==> src/rtl/dec.sv <==
// RV64I decode stage with a 2-entry skid buffer between fetch and issue/execute.
// Define DEC_RV64M_EN to decode the M extension (MUL/DIV/REM) instead of trapping it as illegal.
module dec #(
  parameter int PC_W = 64
) (
  input  logic            clk,
  input  logic            rst,
  input  logic [PC_W-1:0] if_dec_pc,
  input  logic [31:0]     if_dec_instr,
  input  logic            if_dec_valid,
  output logic            if_dec_ready,
  input  logic            pipe_flush,
  output logic [PC_W-1:0] dec_ix_pc,
  output logic [3:0]      dec_ix_op_type,
  output logic [4:0]      dec_ix_rs1,
  output logic [4:0]      dec_ix_rs2,
  output logic [4:0]      dec_ix_rd,
  output logic            dec_ix_rs1_en,
  output logic            dec_ix_rs2_en,
  output logic            dec_ix_rd_wen,
  output logic [2:0]      dec_ix_funct3,
  output logic            dec_ix_alt,
  output logic            dec_ix_word,
  output logic [63:0]     dec_ix_imm,
  output logic            dec_ix_legal,
  output logic            dec_ix_valid,
  input  logic            ix_dec_ready
);

`ifdef DEC_RV64M_EN
  localparam bit M_EN = 1'b1;
`else
  localparam bit M_EN = 1'b0;
`endif

  typedef enum logic [3:0] {
    OP_INT = 4'd0, OP_BRANCH = 4'd1, OP_JAL = 4'd2, OP_JALR = 4'd3,
    OP_LOAD = 4'd4, OP_STORE = 4'd5, OP_LUI = 4'd6, OP_AUIPC = 4'd7,
    OP_MULDIV = 4'd8, OP_SYSTEM = 4'd9, OP_FENCE = 4'd10, OP_ILLEGAL = 4'd15
  } op_type_e;

  typedef struct packed {
    logic [PC_W-1:0] pc;
    op_type_e        op_type;
    logic [4:0]      rs1;
    logic [4:0]      rs2;
    logic [4:0]      rd;
    logic            rs1_en;
    logic            rs2_en;
    logic            rd_wen;
    logic [2:0]      funct3;
    logic            alt;
    logic            word;
    logic [63:0]     imm;
    logic            legal;
  } bundle_t;

  logic [31:0] ins;
  logic [6:0]  funct7;
  logic [2:0]  f3;
  logic [63:0] imm_i, imm_s, imm_b, imm_u, imm_j;
  logic        illegal;
  bundle_t     in_dec;

  assign ins    = if_dec_instr;
  assign funct7 = ins[31:25];
  assign f3     = ins[14:12];
  assign imm_i  = {{52{ins[31]}}, ins[31:20]};
  assign imm_s  = {{52{ins[31]}}, ins[31:25], ins[11:7]};
  assign imm_b  = {{51{ins[31]}}, ins[31], ins[7], ins[30:25], ins[11:8], 1'b0};
  assign imm_u  = {{32{ins[31]}}, ins[31:12], 12'b0};
  assign imm_j  = {{43{ins[31]}}, ins[31], ins[19:12], ins[20], ins[30:21], 1'b0};

  always_comb begin : decode
    // NOTE: every combinational output gets a default first so no path can infer a latch.
    in_dec        = '0;
    illegal       = 1'b0;
    in_dec.pc     = if_dec_pc;
    in_dec.rs1    = ins[19:15];
    in_dec.rs2    = ins[24:20];
    in_dec.rd     = ins[11:7];
    in_dec.funct3 = f3;
    unique case (ins[6:0])
      7'b0110111: begin in_dec.op_type = OP_LUI;   in_dec.rd_wen = 1'b1; in_dec.imm = imm_u; end
      7'b0010111: begin in_dec.op_type = OP_AUIPC; in_dec.rd_wen = 1'b1; in_dec.imm = imm_u; end
      7'b1101111: begin in_dec.op_type = OP_JAL;   in_dec.rd_wen = 1'b1; in_dec.imm = imm_j; end
      7'b1100111: begin
        in_dec.op_type = OP_JALR; in_dec.rs1_en = 1'b1; in_dec.rd_wen = 1'b1; in_dec.imm = imm_i;
      end
      7'b1100011: begin
        in_dec.op_type = OP_BRANCH; in_dec.rs1_en = 1'b1; in_dec.rs2_en = 1'b1; in_dec.imm = imm_b;
      end
      7'b0000011: begin
        in_dec.op_type = OP_LOAD; in_dec.rs1_en = 1'b1; in_dec.rd_wen = 1'b1; in_dec.imm = imm_i;
      end
      7'b0100011: begin
        in_dec.op_type = OP_STORE; in_dec.rs1_en = 1'b1; in_dec.rs2_en = 1'b1; in_dec.imm = imm_s;
      end
      7'b0010011: begin
        in_dec.op_type = OP_INT; in_dec.rs1_en = 1'b1; in_dec.rd_wen = 1'b1; in_dec.imm = imm_i;
        // RV64 shift-immediates carry a 6-bit shamt, so only instr[31:26] is funct6.
        if (f3 == 3'b001) illegal = (ins[31:26] != 6'b000000);
        else if (f3 == 3'b101) begin
          illegal    = (ins[31:26] != 6'b000000) && (ins[31:26] != 6'b010000);
          in_dec.alt = ins[30];
        end
      end
      7'b0011011: begin
        in_dec.op_type = OP_INT; in_dec.rs1_en = 1'b1; in_dec.rd_wen = 1'b1;
        in_dec.imm = imm_i; in_dec.word = 1'b1;
        unique case (f3)
          3'b000:  illegal = 1'b0;
          3'b001:  illegal = (funct7 != 7'b0000000);
          3'b101: begin
            illegal    = (funct7 != 7'b0000000) && (funct7 != 7'b0100000);
            in_dec.alt = ins[30];
          end
          default: illegal = 1'b1;
        endcase
      end
      7'b0110011, 7'b0111011: begin
        in_dec.op_type = OP_INT; in_dec.rs1_en = 1'b1; in_dec.rs2_en = 1'b1; in_dec.rd_wen = 1'b1;
        in_dec.alt  = ins[30];
        in_dec.word = ins[3];
        if (funct7 == 7'b0000000)
          illegal = ins[3] && !(f3 == 3'b000 || f3 == 3'b001 || f3 == 3'b101);
        else if (funct7 == 7'b0100000)
          illegal = !(f3 == 3'b000 || f3 == 3'b101);
        else if (funct7 == 7'b0000001 && M_EN) begin
          in_dec.op_type = OP_MULDIV;
          illegal = ins[3] && (f3 == 3'b001 || f3 == 3'b010 || f3 == 3'b011);
        end else
          illegal = 1'b1;
      end
      7'b0001111: begin in_dec.op_type = OP_FENCE; in_dec.imm = imm_i; end
      7'b1110011: begin
        in_dec.op_type = OP_SYSTEM; in_dec.imm = imm_i;
        in_dec.rd_wen  = (f3[1:0] != 2'b00);
        in_dec.rs1_en  = !f3[2] && (f3[1:0] != 2'b00);
      end
      default: illegal = 1'b1;
    endcase
    if (illegal) begin
      in_dec.op_type = OP_ILLEGAL;
      in_dec.rs1_en  = 1'b0;
      in_dec.rs2_en  = 1'b0;
      in_dec.rd_wen  = 1'b0;
      in_dec.alt     = 1'b0;
      in_dec.word    = 1'b0;
      in_dec.imm     = '0;
    end
    if (in_dec.rd == 5'd0) in_dec.rd_wen = 1'b0;
    in_dec.legal = !illegal;
  end

  bundle_t main_q, main_d, skid_q, skid_d;
  logic    main_vld_q, main_vld_d, skid_vld_q, skid_vld_d, ready_q, ready_d;
  logic    fire_in, fire_out;

  assign fire_in  = if_dec_valid & ready_q;
  assign fire_out = main_vld_q & ix_dec_ready;

  always_comb begin : buf_next
    main_d     = main_q;
    skid_d     = skid_q;
    main_vld_d = main_vld_q;
    skid_vld_d = skid_vld_q;
    if (pipe_flush) begin
      main_vld_d = 1'b0;
      skid_vld_d = 1'b0;
    end else if (!main_vld_q || fire_out) begin
      if (skid_vld_q) begin
        main_d     = skid_q;
        main_vld_d = 1'b1;
        skid_d     = in_dec;
        skid_vld_d = fire_in;
      end else begin
        main_d     = in_dec;
        main_vld_d = fire_in;
      end
    end else if (fire_in) begin
      skid_d     = in_dec;
      skid_vld_d = 1'b1;
    end
    ready_d = !skid_vld_d;
  end

  always_ff @(posedge clk) begin
    // NOTE: sequential state uses non-blocking assignments only, so every register samples pre-edge values.
    if (!rst) begin
      // NOTE: the buffer entries are plain flops, so the data is cleared too and the outputs read 0 after reset.
      main_q     <= '0;
      skid_q     <= '0;
      main_vld_q <= 1'b0;
      skid_vld_q <= 1'b0;
      ready_q    <= 1'b1;
    end else begin
      main_q     <= main_d;
      skid_q     <= skid_d;
      main_vld_q <= main_vld_d;
      skid_vld_q <= skid_vld_d;
      ready_q    <= ready_d;
    end
  end

  assign if_dec_ready   = ready_q;
  assign dec_ix_valid   = main_vld_q;
  assign dec_ix_pc      = main_q.pc;
  assign dec_ix_op_type = main_q.op_type;
  assign dec_ix_rs1     = main_q.rs1;
  assign dec_ix_rs2     = main_q.rs2;
  assign dec_ix_rd      = main_q.rd;
  assign dec_ix_rs1_en  = main_q.rs1_en;
  assign dec_ix_rs2_en  = main_q.rs2_en;
  assign dec_ix_rd_wen  = main_q.rd_wen;
  assign dec_ix_funct3  = main_q.funct3;
  assign dec_ix_alt     = main_q.alt;
  assign dec_ix_word    = main_q.word;
  assign dec_ix_imm     = main_q.imm;
  assign dec_ix_legal   = main_q.legal;

endmodule

==> config.mk <==
export PLATFORM = sky130hd
export DESIGN_NAME = dec
export DESIGN_NICKNAME = d
export VERILOG_FILES = /design/src/rtl/dec.sv
export SDC_FILE = /design/constraint.sdc
export NUM_CORES = 1
export LEC_CHECK = 0
export CAP_MARGIN = 15
export CELL_PAD_IN_SITES_DETAIL_PLACEMENT = 1
export CELL_PAD_IN_SITES_GLOBAL_PLACEMENT = 2
export CORE_MARGIN = 4
export CORE_UTILIZATION = 29
export CTS_CLUSTER_DIAMETER = 100
export CTS_CLUSTER_SIZE = 8
export DETAILED_ROUTE_END_ITERATION = 16
export PLACE_DENSITY_LB_ADDON = 0.1
export SLEW_MARGIN = 30
export SYNTH_ARGS = -nofsm -noshare
export SYNTH_HDL_FRONTEND = slang
export SYNTH_SLANG_ARGS = --single-unit
==> constraint.sdc <==
create_clock -name clk -period 2.5 [get_ports clk]
set_input_delay 0.25 -clock clk [delete_from_list [all_inputs] [get_ports clk]]
set_output_delay 0.25 -clock clk [all_outputs]
set_load 0.02 [all_outputs]
# After elaboration in Yosys (flattened, before gate mapping)
# Cells that the tools add are included.
[totals]
out_inout_bits = 158
in_bits = 101
word_cells = 111
register_bits = 315
[classes]
muxes = 28
reduce_logical = 31
bitwise = 4
eq_ne = 19
[op_table]
columns = ["operator", "n"]
rows = [
  ["156-bit 2-to-1 mux", 4],
  ["64-bit one-hot mux with 5 select lines", 1],
  ["66-bit 2-to-1 mux", 1],
  ["4-bit one-hot mux with 9 select lines", 1],
  ["7-bit by 6-bit equality test with 1-bit output (second input constant)", 5],
  ["7-bit equality test (second input constant)", 4],
  ["7-bit by 5-bit equality test with 1-bit output (second input constant)", 3],
  ["9-bit OR reduction", 2],
  ["1-bit 2-to-1 mux", 13],
  ["8-bit OR reduction", 1],
  ["7-bit by 2-bit equality test with 1-bit output (second input constant)", 1],
  ["7-bit by 4-bit equality test with 1-bit output (second input constant)", 1],
  ["7-bit logical NOT", 1],
  ["7-bit by 6-bit != test with 1-bit output (second input constant)", 1],
  ["7-bit nonzero test", 1],
  ["1-bit logical NOT", 6],
  ["6-bit by 5-bit != test with 1-bit output (second input constant)", 1],
  ["1-bit one-hot mux with 2 select lines", 3],
  ["1-bit one-hot mux with 3 select lines", 2],
  ["6-bit nonzero test", 1],
  ["2-bit OR reduction", 3],
  ["6-bit OR reduction", 1],
  ["5-bit logical NOT", 1],
  ["1-bit logical AND", 4],
  ["other kinds (14)", 20],
]

# Logic depth before layout (Yosys ltp)
[depth]
ltp_word = 11
depth_mapped = 9
mapped_depth_nobuf = 6

# Worst setup path after synthesis
# No wires, ideal clock.
[synth_path]
path_type = "register to register"
start = "reg main_vld_q, in the netlist dec_ix_valid"
end = "reg skid_q[124] in the netlist's numbering"
n_path_buf = 2
t_arrival_ns = 1.936
setup_slack_ns = 0.494
t_required_ns = 2.430
synth_period_minus_slack_ns = 2.006
setup_time_ns = 0.070
path_stages_with_launch = 8
path_cell_list = "dfxtp_1 nor2b_1 nand3_1 a21oi_1 clkbuf_1 buf_1 nand2_1 a21oi_1"
[synth_via]
elab_chain_cells = 4
elab_cells_between_ends = 7
classes_between = "1 x eq/ne; 1 x mux; 1 x bitwise; 4 x reduce/logical"
[synth_rtl]
columns = ["element", "line_no", "source"]
rows = [
  ["start, declared", "157", "logic main_vld_q, main_vld_d, skid_vld_q, skid_vld_d, ready_q, ready_d;"],
  ["start signal, assigned", "200", "main_vld_q <= main_vld_d;"],
  ["1-bit bitwise AND or 1-bit logical NOT (tied branches)", "161, 171", ""],
  ["1-bit logical OR *", "171", "end else if (!main_vld_q || fire_out) begin"],
  ["2-bit != test (no source line) or 2-bit nonzero test (tied branches)", "--", ""],
  ["3-bit AND reduction (no source line)", "--", ""],
  ["end signal, assigned", "199", "skid_q <= skid_d;"],
  ["end, declared", "156", "bundle_t main_q, main_d, skid_q, skid_d;"],
]
# Every way passes the cells marked *; elsewhere a longest branch is shown, timed or not.
# A chain may end at the register's enable or synchronous reset.

# Final worst setup path
[layout_path]
start = "in if_dec_instr[6]"
end = "reg main_q (netlist bit dec_ix_imm[11])"
[layout_via]
elab_chain_cells = 5
elab_cells_between_ends = 21
classes_between = "13 x eq/ne; 4 x mux; 4 x reduce/logical"
[layout_rtl]
columns = ["element", "line_no", "source"]
rows = [
  ["start, declared", "9", "input logic [31:0] if_dec_instr,"],
  ["7-bit equality test (tied with other cells)", "83", "unique case (ins[6:0])"],
  ["9-bit OR reduction (no source line) (tied with other cells)", "--", ""],
  ["1-bit one-hot mux with 4 select lines or 64-bit one-hot mux with 5 select lines (tied branches)", "83", ""],
  ["66-bit 2-to-1 mux *", "143", "if (illegal) begin"],
  ["156-bit 2-to-1 mux *", "172", "if (skid_vld_q) begin"],
  ["end signal, assigned", "198", "main_q <= main_d;"],
  ["end, declared", "156", ""],
]
# Marks and branches as above.

==> reports/results.tsv <==
metric	value	unit
status	completed	
grt_max_degree	97	
hold_violations	0	
grt_pass1_wl	60300	microns
worst-slew-pin-transition	777	ps
cts_max_level	2	
slowest_delay	490	ps
row_count	70	
core	0.0368	sq mm
crit_slowest_cell	clkdlybuf4s50_1	
cts_sinks	251	
wl_per_cell	19.3	microns
synth_warnings	0	
ios	259	
grt.total_usage	0.183	
rsz0062_at_grt	no	
post_cts_buffers	0	
die_h	202	microns
layout-drive-gt1-share	0.0980	
avgViaCountPerCell	5.01	
grt_pass1_vias	10250	
syn_nets	1386	
ctsRootBufferMaster	clkbuf_16	
finalWirelength	38600	microns
synth_seq_area_share	0.462	
critPathRequiredTime	2930	ps
total_power	0.0101	W
fin_cells	1998	
yosysUniqueCellTypes	62	
drtIter0Drc	412	
fin_nets	1628	
first_pass_iters	4	
area.growth.synth_to_final	40.2	%
critPathArrivalTime	2570	ps
maxCapViolations	0	
utilization	0.415	
cts_tree	done	
ctsResizeCount	0	
irDropWorstVdd	0.000374	V
fill_cells	4217	
cp_max_fo	12	
p_leak	5.27	nW
start_util	0.296	
ys_seq_elements	251	
ant_nets	0	
die-width	202	microns
postCtsHoldBufs	0	
fin_crit_sh	0.856	
fin_crit	2140	ps
maxSlewViolCount	0	
hpwl	26600	microns
path_buf_inv	2	
finalSetupViolCount	0	
n_antenna_cell	0	
numCtsBuffers	37	
overflow	0	
power-per-cell-area	663	mW/mm^2
worstSetupStartpointType	input port	
clk_pin_slew_worst_paths	50	ps
synthArstFlopShare	0	
hp-class	input port to flip-flop	
routabilityCongestion	0.816	
avgSynthCellArea	8.46	sq um
syn_inst	1285	
syn_area	0.0109	sq mm
clk_path_buf_depth	3	
dieArea	0.0407	sq mm
holdWs	309	ps
slew-limit-headroom	0.482	
fmax	467	MHz
cp-end-kind	flip-flop	
clkLatencyLatePin	520	ps
crit_chain	clkdlybuf4s50_1 -> buf_4 -> or3b_1 -> o211ai_1 -> nor4bb_1 -> o21ai_0 -> or3_1 -> a21oi_1	
path_class	input port to flip-flop	
synth_edf_count	0	
clock_skew	25.8	ps
vias	10000	
ys.flop_type	dfxtp_1	
critPathTopFamily	simple AND/OR/NAND/NOR gates	
dp_cells	1956	
drcViolationCount	0	
port_buffers	258	
antenna_found_initial	1	
==> worst register-to-register path: cells and delay by family (launching register included) <==
| kind | cells | cell delay (ps) |
|---|---|---|
| compound gates | 2 | 370 |
| buf+inv | 2 | 440 |
| flops | 1 | 340 |
| simple gates | 3 | 730 |
==> metal layers <==
layer | part of all wire | vias to the layer above | GRT usage
met2 | 0.44 | 197 | 0.287
li1 | - | 4962 | -
met1 | 0.49 | 4794 | 0.257
met5 | 0.00034 | - | 0
met3 | 0.055 | 45 | 0.0446
met4 | 0.017 | 2 | 0.0413
==> area by class of cell <==
type / count / area (sq um) / area share
Sequential cell: 251 / 5030 / 0.330
Timing Repair Buffer: 351 / 3470 / 0.228
Clock buffer: 40 / 968 / 0.0635
Tap cell: 468 / 586 / 0.0384
Inverter: 3 / 16.3 / 0.00107
Clock inverter: 2 / 21.3 / 0.00139
Multi-Input combinational cell: 883 / 5160 / 0.338
==> flip-flops by register name, indices dropped and copies added, names as in the netlist, 3 cells and up <==
register        cells
dec_ix_pc          64
dec_ix_rd           5
dec_ix_funct3       3
dec_ix_op_type      4
dec_ix_rs1          5
skid_q            124
dec_ix_rs2          5
dec_ix_imm         32
==> stage by stage <==
stage	cell area, sq um	setup TNS, ps	worst slack (ps)
floorplan	10900	0	494
global placement	14300	-2690	-85.9
detailed placement	14300	-3960	-152
CTS	15300	0	376
global route	15300	0	170
finish	15300	0	360
==> power breakdown <==
part	switching [W]	internal, W
logic	0.000777	0.000666
clock network	0.00174	0.00270
registers	0.0000759	0.00415
total	0.00259	0.00752
==> cell usage in the layout (no fill, tap or decap), types with 9 or more instances in the layout <==
cell,n
nand3_1,23
a31oi_1,19
a211oi_1,93
nand3b_1,15
nand2_1,234
dfxtp_1,250
nor2b_1,11
clkbuf_16,38
buf_12,15
and3_1,9
buf_4,77
a22o_1,19
clkdlybuf4s50_1,258
o21ai_0,49
nor2_1,98
mux2i_1,82
a21oi_1,116
or3_1,15
==> kinds of logic after synthesis <==
| logic type | synth area share |
|---|---|
| AOI/OAI and AO/OA | 0.196 |
| xor gates and xnor gates | 0.00161 |
| buffers and inverters | 0.0668 |
| DFF | 0.462 |
| muxes | 0.0755 |
| and+or+nand+nor | 0.198 |
==> synth_stat cells (8+ instances only) <==
cell,number,area (sq um)
a22o_1,19,166
nand2_1,234,878
buf_4,34,255
a31oi_1,19,119
and3_1,9,56.3
nor2_1,100,375
clkbuf_1,88,330
dfxtp_1,251,5020
nand2b_1,8,50.1
nand3b_1,15,113
or3_1,15,93.8
buf_2,13,65.1
nand3_1,23,115
o21ai_0,49,245
buf_1,10,37.5
a21oi_1,117,586
a211oi_1,93,698
nor2b_1,11,68.8
mux2i_1,82,821
==> path summary, 6_finish.rpt <==
check,startpoint,to,slack (ps),cells after the start
hold reg to reg,skid_q[0],skid_q[0],440,2
setup / recovery,if_dec_instr[6],dec_ix_imm[11],360,8
setup reg to reg,dec_ix_valid,skid_q[70],540,7
hold / removal,if_dec_pc[16],skid_q[108],310,3
Note: power is estimated with default switching activity, not from simulation.
